<file path="config.mk">
export PLATFORM = sky130hd
export DESIGN_NAME = manch_decoding
export DESIGN_NICKNAME = d
export VERILOG_FILES = /design/src/rtl/manch_decoding.sv
export SDC_FILE = /design/constraint.sdc
export NUM_CORES = 1
export LEC_CHECK = 0
export ABC_AREA = 1
export CAP_MARGIN = 5
export CORE_MARGIN = 2
export CORE_UTILIZATION = 50
export DETAILED_ROUTE_END_ITERATION = 16
export GPL_TIMING_DRIVEN = 1
export PLACE_DENSITY = 0.79
export SLEW_MARGIN = 20
export SYNTH_ARGS = -nofsm -noshare
export SYNTH_HDL_FRONTEND = slang
export SYNTH_SLANG_ARGS = --single-unit
export TNS_END_PERCENT = 50
</file>
<file path="constraint.sdc">
create_clock -name clk -period 1.5 [get_ports clk]
set_clock_uncertainty 0.2 [all_clocks]
set_input_delay 0.375 -clock clk [delete_from_list [all_inputs] [get_ports clk]]
set_output_delay 0.375 -clock clk [all_outputs]
set_load 0.01 [all_outputs]
</file>
<file path="src/rtl/manch_decoding.sv">
// -----------------------------------------------------------------------------
// manch_decoding
//
// Recovers NRZ data from a Manchester line (line = bitclock XOR data, so the
// first half-bit carries the data level). The line is synchronised and every
// transition is timed with a saturating 16-bit interval counter. A two-state
// FSM (HUNT / LOCKED) separates mid-bit transitions from bit-boundary ones.
//
// HUNT   : every transition restarts the interval count. The first transition
//          that arrives LO..HI cycles after the previous one is taken as
//          mid-bit. That bit is emitted and the FSM moves to LOCKED.
// LOCKED : transitions less than LO cycles after the last mid-bit edge are
//          bit boundaries and are ignored. A transition inside LO..HI is the
//          next mid-bit edge. If the count reaches HI+1 first, lock is lost.
//
// Ports
//   clk        in   sole clock, rising edge
//   rst_n      in   asynchronous active-low reset
//   rx_manch   in   Manchester line, asynchronous to clk
//   rx_data    out  last decoded bit, held until the next one
//   rx_valid   out  one-cycle strobe, rx_data is new in the same cycle
//   rx_locked  out  high while the FSM is LOCKED
//   rx_err     out  one-cycle strobe on loss of lock
//
// Output handshake: rx_valid is a pure strobe with no ready/back-pressure.
// A consumer must take rx_data in the cycle rx_valid is high. rx_data keeps
// its value afterwards, but only the strobe marks a new bit. rx_err is never
// high in the same cycle as rx_valid.
// -----------------------------------------------------------------------------
module manch_decoding #(
  parameter int BAUDRATE = 115200 * 2,
  parameter int CLK_FREQ = 18_750_000
) (
  input  logic clk,
  input  logic rst_n,
  input  logic rx_manch,
  output logic rx_data,
  output logic rx_valid,
  output logic rx_locked,
  output logic rx_err
);

  // Nominal half-bit length and the mid-bit acceptance window, in clk cycles.
  localparam int HALF = CLK_FREQ / BAUDRATE;
  localparam int LO_I = (3 * HALF) / 2;
  localparam int HI_I = (5 * HALF) / 2;

  localparam logic [15:0] LO      = 16'(LO_I);
  localparam logic [15:0] HI      = 16'(HI_I);
  localparam logic [15:0] TMO     = 16'(HI_I + 1);
  localparam logic [15:0] CNT_MAX = 16'hFFFF;

  if (HALF < 4 || HI_I > 65535) begin : g_param_check
    $error("manch_decoding: HALF must be >= 4 and HI must fit in 16 bits");
  end

  typedef enum logic {
    HUNT   = 1'b0,
    LOCKED = 1'b1
  } state_t;

  state_t      state;
  logic        s1;
  logic        s2;
  logic        s3;
  logic [15:0] cnt;

  logic line_edge;
  logic in_window;
  logic timeout;

  // s1/s2 synchronise the line. s3 holds the previous synchronised level, so
  // s3 is the pre-edge level, which is the decoded bit for a mid-bit edge.
  assign line_edge = s2 ^ s3;
  assign in_window = (cnt >= LO) && (cnt <= HI);
  // An edge only qualifies while cnt <= HI, so it can never coincide with
  // the timeout, and the timeout branch can safely take priority.
  assign timeout   = (state == LOCKED) && (cnt == TMO);

  always_ff @(posedge clk or negedge rst_n) begin
    if (!rst_n) begin
      s1        <= 1'b0;
      s2        <= 1'b0;
      s3        <= 1'b0;
      cnt       <= '0;
      state     <= HUNT;
      rx_data   <= 1'b0;
      rx_valid  <= 1'b0;
      rx_locked <= 1'b0;
      rx_err    <= 1'b0;
    end else begin
      s1       <= rx_manch;
      s2       <= s1;
      s3       <= s2;
      rx_valid <= 1'b0;
      rx_err   <= 1'b0;

      // Free-running interval count. The branches below override it with a
      // clear when an edge is accepted or when lock is lost.
      if (cnt != CNT_MAX) begin
        cnt <= cnt + 16'd1;
      end

      case (state)
        HUNT: begin
          if (line_edge) begin
            cnt <= '0;
            if (in_window) begin
              state     <= LOCKED;
              rx_locked <= 1'b1;
              rx_data   <= s3;
              rx_valid  <= 1'b1;
            end
          end
        end

        LOCKED: begin
          if (timeout) begin
            state     <= HUNT;
            rx_locked <= 1'b0;
            rx_err    <= 1'b1;
            cnt       <= '0;
          end else if (line_edge && in_window) begin
            cnt      <= '0;
            rx_data  <= s3;
            rx_valid <= 1'b1;
          end
          // Edges with cnt < LO are bit boundaries. They leave cnt running.
        end

        default: begin
          state <= HUNT;
        end
      endcase
    end
  end

endmodule

</file>
==> run_results.csv, run 1 <==
group,metric,value,unit
finish,final_cell_mix,"41 x buf_4, 37 x nand2_1, 20 x dfrtp_1",
critical_path,critPathLaunch,"cnt[14]",
die,die-area,0.00333,sq mm
sta,tns,-3170,ps
placed_design,io_buffers,6,
critical_path,regToRegSetupSlack,-230,ps
die,fp.coreArea,0.00276,sq mm
routing,vias_per_cell,5.64,
clock_network,tritoncts,"done",
finish,regArea,606,sq um
sta,finalSetupViolCount,21,
sta,relSlewSlack,75.7,%
grt,grt_pass1_wl,6.63,mm
sta,worst_slack,-232,ps
finish,fin_nets,254,
finish,fillers,203,
status,status,"complete, but fails checks",
placed_design,dp_slack,-275,ps
hold_path,hold_path_class,"input port to async pin",
sta,fmax,577,MHz
critical_path,ff2ff_path_depth,8,
critical_path,slowest_delay,460,ps
critical_path,cp.depth,8,
power_and_ir_drop,leakage,1.00,nW
critical_path,reg2reg_from,"cnt[14]",
synth,syn-num-nets,201,
placed_design,dp_hpwl,2.75,mm
synth,synth.avg_cell_area,7.44,sq um
routing,wl_per_cell,15.4,microns
critical_path,slowest_stage,"dfrtp_1",
critical_path,path_buf_inv,1,
routing,wl,4.26,mm
synth,synth_cell_type_count,26,
routing,dr.pass1.iters,4,
power_and_ir_drop,vdd_ir_drop_max,0.000742,V
critical_path,arrival,1740,ps
finish,drive_gt1_share,42.7,%
clock_network,clk_latency,320,ps
synth,syn_area,0.00144,sq mm
finish,area_growth,44.8,%
die,core.rowCount,19,
grt,grt_overflow_total,0,
finish,multi_input_area,898,sq um
finish,antenna_cells,0,
routing,drc_errors,0,
critical_path,crit_type,"register to register",
finish,layout_commonest_cell,"buf_4",
grt,grt_usage,26.1,%
synth,ys_ff_latch,24,
sta,maxSlewViolCount,0,
routing,vias,1562,
die,start_util,52.4,%
run,maxCapViolCount,0,
critical_path,worstPathCellList,"inv_1 > nand2_1 > nor2_1 > nand2_1 > nor2_1 > nand3_4 > nand2_8 > a21oi_1",
sta,rsz0062_at_grt,"true",
critical_path,cp-start-kind,"register",
clock_network,clk_path_buf_depth,2,
die,floorplan.io_pins,7,
power_and_ir_drop,power_density,655,mW/mm^2
routing,drt_iter0_markers,98,
sta,finalCriticalPeriod,1730,ps
sta,period_share,115,%
clock_network,holdBufCountCts,0,
die,dieHeight,57.7,microns
critical_path,required,1510,ps
placed_design,gp_congestion,0.900,
clock_network,clock_sinks,24,
grt,grt_pass1_vias,1501,
critical_path,r2r-end,"cnt[3]",
grt,grt_max_degree,25,
critical_path,worstSetupEndpointType,"register",
routing,ant_nets,0,
synth,ys_warn_count,0,
clock_network,cts_made_buffers,3,
critical_path,crit_family,"simple AND/OR/NAND/NOR gates",
grt,antenna_found_initial,0,
clock_network,cts_root_buf,"clkbuf_4",
sta,hold_viol_final,0,
synth,synth-seq-area-share,41.6,%
sta,worst_slew_pin_slew,362,ps
critical_path,critPathMaxFanout,8,
status,violations,"negative setup slack",
clock_network,path_clk_slew,140,ps
die,die_w,57.7,microns
critical_path,cp-endpoint,"cnt[3]",
clock_network,htree_levels,1,
synth,synth_cells,194,
## how the worst min path moves through the flow
stage / endpoint / start / depth (start not counted) / slack (ps)
2_1_floorplan: cnt[0] / rst_n / 0 / -120
3_3_place_gp: s2 / s1 / 0 / 140
3_5_place_dp: s2 / s1 / 0 / 140
4_1_cts: s2 / s1 / 0 / 170
5_1_grt: cnt[12] / rst_n / 2 / 180
6_report: cnt[9] / rst_n / 2 / 170
## logic make-up (layout without fill, tap and decap cells)
kind of cell / count (synthesis) / after routing / synth area share (%)
fa+ha+maj: 4 / 4 / 3.47
buf+inv: 28 / 80 / 7.88
compound gates: 28 / 28 / 10.5
flops: 24 / 24 / 41.6
simple gates: 103 / 103 / 32.3
xor+xnor: 7 / 7 / 4.25
## layer usage
metal  share of wire, %  routed length [microns]  GRT usage (%)  up-vias
met4                2.6                      111           9.97        0
li1                   -                        -              -      722
met5                  0                        0              0        -
met2                 53                     2280           45.0       53
met1                 39                     1660           33.0      771
met3                5.1                      218           4.02       16
## cell type report
| class | count | share of cell area [%] |
|---|---|---|
| Clock buffer | 3 | 1.08 |
| Clock inverter | 1 | 1.44 |
| Inverter | 26 | 5.03 |
| Multi-Input combinational cell | 142 | 43.0 |
| Sequential cell | 24 | 29.0 |
| Tap cell | 31 | 1.86 |
| Timing Repair Buffer | 50 | 18.7 |
## power by group
group	internal [W]	total (W)	switching, W
sequential	0.000666	0.000692	0.0000267
combinational	0.0000935	0.000203	0.000110
clock	0.000270	0.000473	0.000203
total	0.00103	0.00137	0.000339
## synthesized netlist by cell type
cell type,n,share of area (%)
a21oi_1,17,5.9
a21oi_2,1,0.61
a22oi_1,3,1.6
and2_1,1,0.43
buf_2,1,0.35
buf_6,1,0.78
clkinv_1,1,0.26
dfrtp_1,24,42
ha_1,4,3.5
inv_1,23,6.0
inv_2,2,0.52
nand2_1,44,11
nand2_2,5,2.2
nand3_1,14,4.9
nand3_2,1,0.69
nand3b_1,2,1.0
nand4_1,3,1.3
nor2_1,24,6.2
nor2_2,4,1.7
nor2_4,1,0.78
nor3_1,1,0.35
o21ai_0,5,1.7
o21ai_1,2,0.69
or2_2,3,1.3
xnor2_1,3,1.8
xor2_1,4,2.4
## repair_timing
action / CTS / global route
resized for setup: 49 / 15
setup endpoints to repair: 24 / 21
buffers inserted: 2 / 2
pin swaps: 2 / 4
## flip-flops by register name, indices dropped and copies added (netlist names)
register   cells
rx_data        1
rx_err         1
rx_valid       1
state          1
s1             1
s3             1
cnt           16
rx_locked      1
s2             1
## per-stage QoR
step	hold WS (ps)	instances	utilization [%]	total power, W	cell area, sq um
global route	176	277	75.8	0.00143	2090
floorplan	-121	194	-	0.000788	1470
global placement	136	269	67.6	0.000873	1860
CTS	170	275	73.1	0.00136	2020
finish	169	277	75.8	0.00137	2090
detailed placement	141	269	67.6	0.000877	1860
Power figures use the tool's default switching activity.
==> run 2, diff against run 1 <==
--- a/config.mk
+++ b/config.mk
@@ -8,10 +8,10 @@
 export ABC_AREA = 1
 export CAP_MARGIN = 5
 export CORE_MARGIN = 2
-export CORE_UTILIZATION = 50
+export CORE_UTILIZATION = 60
 export DETAILED_ROUTE_END_ITERATION = 16
 export GPL_TIMING_DRIVEN = 1
-export PLACE_DENSITY = 0.79
+export PLACE_DENSITY = 0.87
 export SLEW_MARGIN = 20
 export SYNTH_ARGS = -nofsm -noshare
 export SYNTH_HDL_FRONTEND = slang
==> constraint.sdc (replaced) <==
create_clock -name clk -period 2 [get_ports clk]
set_clock_uncertainty 0.2 [all_clocks]
set_input_delay 0.5 -clock clk [delete_from_list [all_inputs] [get_ports clk]]
set_output_delay 0.5 -clock clk [all_outputs]
set_load 0.01 [all_outputs]
==> run 2 against run 1 <==
The run now ends clean. Wire length down 26%. Critical path depth down 7. Clock power down 25%. Count of clock-buffer cells in the layout unchanged. Non-clock buffer count down 43. Final cell count down 17%. Sequential share of layout area up 9.0 points. Core utilization down 4.8 points. Global-route usage down 0.099 points. First-iteration DRC count down 44%. Largest cell class unchanged.
==> run_results.csv, run 2 (synthesized netlist as in run 1, its figures left out) <==
group,metric,value,unit
finish,antenna_cells,0,
sta,relSlewSlack,72.1,%
placed_design,gp_congestion,0.948,
clock_network,clock_sinks,24,
die,start_util,64.6,%
sta,finalSetupViolCount,0,
critical_path,cp-start-kind,"register",
clock_network,post-cts-setup-buffers,0,
finish,drive_gt1_share,12.3,%
clock_network,tritoncts,"done",
sta,maxSlewViolCount,0,
critical_path,worstSetupEndpointType,"output port",
finish,largest_register,"cnt",
die,die_w,53.1,microns
finish,fillers,170,
routing,wl_per_cell,13.6,microns
routing,dr_wl_met2,1.47,mm
clock_network,cts_resized,0,
routing,top_layer_used,"met4",
finish,regArea,602,sq um
power_and_ir_drop,power_density,608,mW/mm^2
placed_design,io_buffers,6,
die,fp.coreArea,0.00223,sq mm
sta,rsz0062_at_grt,"false",
run,maxCapViolCount,0,
critical_path,worstPathCellList,"clkdlybuf4s50_1",
grt,grt_overflow_total,0,
grt,antenna_found_initial,0,
status,status,"finished clean",
sta,tns,0,ps
finish,fin_nets,211,
routing,ant_nets,0,
placed_design,dp.cells,227,
critical_path,critPathMaxFanout,2,
grt,grt_pass1_vias,1248,
finish,area_growth,9.88,%
finish,multi_input_area,732,sq um
die,die-area,0.00281,sq mm
routing,met3WireLength,181,microns
clock_network,cts_root_buf,"clkbuf_4",
sta,period_share,95.9,%
grt,grt_usage,26.0,%
clock_network,path_clk_slew,130,ps
clock_network,clk_path_buf_depth,2,
routing,wl,3.15,mm
sta,hold_viol_final,0,
sta,fmax,522,MHz
clock_network,cts_made_buffers,3,
critical_path,path_buf_inv,1,
finish,layoutNonFillerInstCount,231,
die,dieHeight,53.1,microns
critical_path,slowest_delay,530,ps
critical_path,crit_type,"register to output port",
routing,vias,1317,
routing,vias_per_cell,5.70,
die,core.rowCount,17,
clock_network,clk_latency,320,ps
power_and_ir_drop,leakage,0.750,nW
power_and_ir_drop,vdd_ir_drop_max,0.000584,V
finish,layout_commonest_cell,"nand2_1",
routing,wl_met1,1.43,mm
finish,largest_reg_flops,16,
power_and_ir_drop,power.total,0.000964,W
hold_path,hold_path_class,"register to register",
routing,dr.pass1.iters,4,
grt,grt_max_degree,25,
critical_path,slowest_stage,"clkdlybuf4s50_1",
sta,worst_slack,82.7,ps
grt,grt_pass1_wl,5.35,mm
die,floorplan.io_pins,7,
placed_design,dp_hpwl,2.37,mm
routing,drc_errors,0,
critical_path,required,1300,ps
clock_network,holdBufCountCts,0,
sta,finalCriticalPeriod,1920,ps
sta,worst_slew_pin_slew,415,ps
finish,final_cell_mix,"44 x nand2_1, 24 x nor2_1, 23 x dfrtp_1",
critical_path,arrival,1220,ps
placed_design,dp_slack,65.6,ps
routing,drt_iter0_markers,55,
critical_path,crit_family,"buffers and inverters",
clock_network,htree_levels,1,
==> run 2: cell count changes in the layout (fill, tap and decap cells not counted), sizes merged <==
cell           before  now
buf                48    1
clkdlybuf4s50       2    6
==> run 2: worst paths after layout <==
path	endpoint	slack, ps	startpoint	cells past startpoint
max	rx_locked	80	rx_locked	1
min	s2	180	s1	0
max reg2reg	cnt[4]	150	cnt[1]	9
min reg2reg	s2	180	s1	0
max in group asynchronous	cnt[1]	1030	rst_n	2
min in group asynchronous	cnt[10]	320	rst_n	2
==> run 2: cell type report <==
class / count / area share, %
multi-input cells: 142 / 46.1
flip-flops and latches: 24 / 37.9
inverters: 26 / 6.15
repair buffers: 7 / 4.26
well taps: 28 / 2.21
clock inverters: 1 / 1.89
clock buffers: 3 / 1.42
==> run 2: report_power, final <==
group / internal, W / switching (W) / total [W]
Sequential: 0.000499 / 0.0000185 / 0.000517
Clock: 0.000203 / 0.000150 / 0.000353
Combinational: 0.0000348 / 0.0000593 / 0.0000941
==> run 2: stage by stage <==
step	utilization, %	area, sq um	hold slack (ps)
floorplan	-	1440	4.41
global placement	68.5	1530	146
detailed placement	68.5	1530	141
CTS	70.9	1580	180
global route	71.0	1590	188
finish	71.0	1590	176
==> run 2: routing by layer <==
metal	track usage, %	up-vias
met5	0	-
met4	10.7	0
met3	4.24	12
met2	42.5	56
met1	34.2	614
li1	-	635
==> run 3, diff against run 2 <==
--- a/config.mk
+++ b/config.mk
@@ -5,13 +5,14 @@
 export SDC_FILE = /design/constraint.sdc
 export NUM_CORES = 1
 export LEC_CHECK = 0
-export ABC_AREA = 1
 export CAP_MARGIN = 5
+export CELL_PAD_IN_SITES_DETAIL_PLACEMENT = 1
+export CELL_PAD_IN_SITES_GLOBAL_PLACEMENT = 1
 export CORE_MARGIN = 2
-export CORE_UTILIZATION = 60
+export CORE_UTILIZATION = 50
 export DETAILED_ROUTE_END_ITERATION = 16
 export GPL_TIMING_DRIVEN = 1
-export PLACE_DENSITY = 0.87
+export PLACE_DENSITY = 0.9
 export SLEW_MARGIN = 20
 export SYNTH_ARGS = -nofsm -noshare
 export SYNTH_HDL_FRONTEND = slang
==> run 3 against run 2 <==
The flow now finishes with violations (negative setup slack). Global-route usage grew 7.6 points. Combinational power grew 130%. Register-to-register slack lost 350 ps. Via count grew 0.15%. Die area grew 9.0%. Final cell count shrank 18%. First-iteration DRC count grew 35%. Worst setup slack lost 280 ps. Final area grew 18%. Power grew 6.2%. Maximum frequency shrank 13%.
==> run_results.csv, run 3 <==
group,metric,value,unit
status,status,"complete, but fails checks",
status,violations,"negative setup slack",
power_and_ir_drop,p_sw_share,30.1,%
routing,ant_nets,0,
placed_design,dp_hpwl,2.70,mm
clock_network,clk_path_buf_depth,2,
power_and_ir_drop,combPwrFrac,21.0,%
die,start_util,52.8,%
synth,synth_flop_cell,"dfrtp_1",
grt,grt_overflow_total,0,
sta,rsz0062_at_grt,"true",
synth,ys_top_cells_by_area,"dfrtp_1 45%, ha_1 3.8%, nor2_1 3.1%",
sta,finalCriticalPeriod,2200,ps
power_and_ir_drop,vdd_ir_drop_max,0.000495,V
run,maxCapViolCount,0,
clock_network,clk_latency,350,ps
sta,worst_slack,-197,ps
sta,finalSetupViolCount,19,
power_and_ir_drop,p_seq_share,51.0,%
routing,drc_errors,0,
synth,synth_top_area_share,45.5,%
hold_path,hold_path_class,"register to register",
finish,area_growth,41.4,%
critical_path,crit_type,"register to register",
power_and_ir_drop,power.switching,0.000308,W
synth,yosysMostFrequentCell,"dfrtp_1",
routing,met3WireLength,307,microns
sta,whs,184,ps
synth,synth-async-reset-ratio,100,%
placed_design,io_buffers,6,
finish,antenna_cells,0,
finish,drive_gt1_share,50.9,%
sta,fmax,455,MHz
synth,yosysTopAreaCell,"dfrtp_1",
clock_network,clock_sinks,24,
finish,largest_register,"cnt",
critical_path,regToRegSetupSlack,-200,ps
routing,wl_met1,2.14,mm
sta,period_share,110,%
placed_design,dp.cells,173,
finish,layoutNonFillerInstCount,189,
synth,synth-seq-area-share,45.5,%
die,dieHeight,55.4,microns
finish,fin_nets,167,
routing,dr_wl_met2,2.80,mm
critical_path,required,2060,ps
synth,syn-num-nets,127,
routing,vias,1319,
synth,syn_area,0.00132,sq mm
clock_network,holdBufCountCts,0,
clock_network,htree_levels,1,
grt,grt_pass1_vias,1392,
clock_network,cts_made_buffers,3,
die,die_w,55.4,microns
sta,worst_slew_pin_slew,430,ps
grt,grt_max_degree,25,
synth,synth_common_cells,"24 x dfrtp_1, 11 x nor2_1, 7 x nand3_1",
finish,layout_commonest_cell,"buf_4",
critical_path,critPathMaxFanout,4,
routing,dr.pass1.iters,4,
clock_network,cts_root_buf,"clkbuf_4",
sta,hold_viol_final,0,
die,core.rowCount,18,
power_and_ir_drop,leakage,0.769,nW
critical_path,cp-start-kind,"register",
routing,top_layer_used,"met4",
synth,synth_edf_count,0,
synth,ys_warn_count,0,
routing,wl,5.62,mm
synth,synth_cell_type_count,45,
grt,antenna_found_initial,0,
synth,synth_cells,120,
die,fp.coreArea,0.00250,sq mm
die,floorplan.io_pins,7,
clock_network,tritoncts,"done",
die,die-area,0.00307,sq mm
routing,drt_iter0_markers,74,
power_and_ir_drop,power_density,549,mW/mm^2
synth,ys_ff_latch,24,
grt,grt_usage,33.6,%
finish,final_cell_mix,"25 x buf_4, 19 x dfrtp_1, 11 x nor2_1",
synth,synth.avg_cell_area,11.0,sq um
power_and_ir_drop,p_clk_share,28.0,%
sta,relSlewSlack,71.4,%
routing,wl_per_cell,29.7,microns
grt,grt_pass1_wl,7.68,mm
placed_design,gp_congestion,0.832,
sta,maxSlewViolCount,0,
finish,largest_reg_flops,16,
critical_path,arrival,2260,ps
routing,vias_per_cell,6.98,
power_and_ir_drop,p_int,0.000716,W
critical_path,worstSetupEndpointType,"register",
clock_network,path_clk_slew,160,ps
-- run 3: final timing paths --
kind | start | endpoint | cells past startpoint
worst max-delay path | cnt[0] | state | 8
worst min-delay path | s1 | s2 | 0
worst max register to register | cnt[0] | state | 8
worst min register to register | s1 | s2 | 0
max in group asynchronous | rst_n | cnt[5] | 2
min in group asynchronous | rst_n | s2 | 2
-- run 3: what timing repair did --
action	CTS	global route
gates resized for setup	11	35
endpoints found under the hold margin	0	0
gates cloned	1	0
pin swaps	6	16
buffers inserted	7	4
setup endpoints to repair	13	21
-- run 3: cell type report --
class / count / area [sq um]
timing repair buffer: 35 / 295
multi-input combinational: 92 / 876
inverter: 4 / 15.0
tap: 30 / 37.5
clock buffer: 4 / 36.3
fill: 230 / 633
sequential: 24 / 607
-- run 3: cell families (layout without fill, tap and decap cells) --
family	Yosys count	count (layout)	share of synthesized area, %
AOI/OAI and AO/OA	22	23	13.6
xor gates and xnor gates	5	5	3.32
adders and majority gates	4	4	3.79
buffers and inverters	5	43	1.71
DFF	24	24	45.5
muxes	2	2	1.90
and+or+nand+nor	58	58	30.1
-- run 3: worst max-delay path: stages (launching register included) --
cell and delay (ps):
dfrtp_2 480, inv_2 120, ha_2 180, nor2b_2 50, o211ai_1 320, a31oi_4 170, buf_6 160, or2_4 230
o21ai_2 200
-- run 3: per-stage QoR --
step | TNS, ps | util, % | setup slack, ps | total power, W | area [sq um]
6_report | -1740 | 74.7 | -197 | 0.00102 | 1870
3_3_place_gp | -11.0 | 61.8 | -11.0 | 0.000621 | 1550
3_5_place_dp | -642 | 61.8 | -109 | 0.000636 | 1550
2_1_floorplan | -7.33 | - | -7.33 | 0.000579 | 1320
4_1_cts | -155 | 67.6 | -38.8 | 0.000935 | 1690
5_1_grt | -2900 | 74.7 | -247 | 0.00105 | 1870
-- run 3: power groups by stage --
stage,Combinational (W),Sequential (W),Clock (W)
detailed placement,0.000111,0.000525,0
floorplan,0.0000566,0.000523,0
finish,0.000215,0.000522,0.000287
global route,0.000224,0.000523,0.000302
global placement,0.0000988,0.000522,0
CTS,0.000153,0.000514,0.000269
-- run 3: layer usage --
metal | up-vias | track usage (%)
met2 | 88 | 59.2
met5 | - | 0
met1 | 666 | 39.6
met3 | 36 | 4.45
met4 | 0 | 17.4
li1 | 529 | -
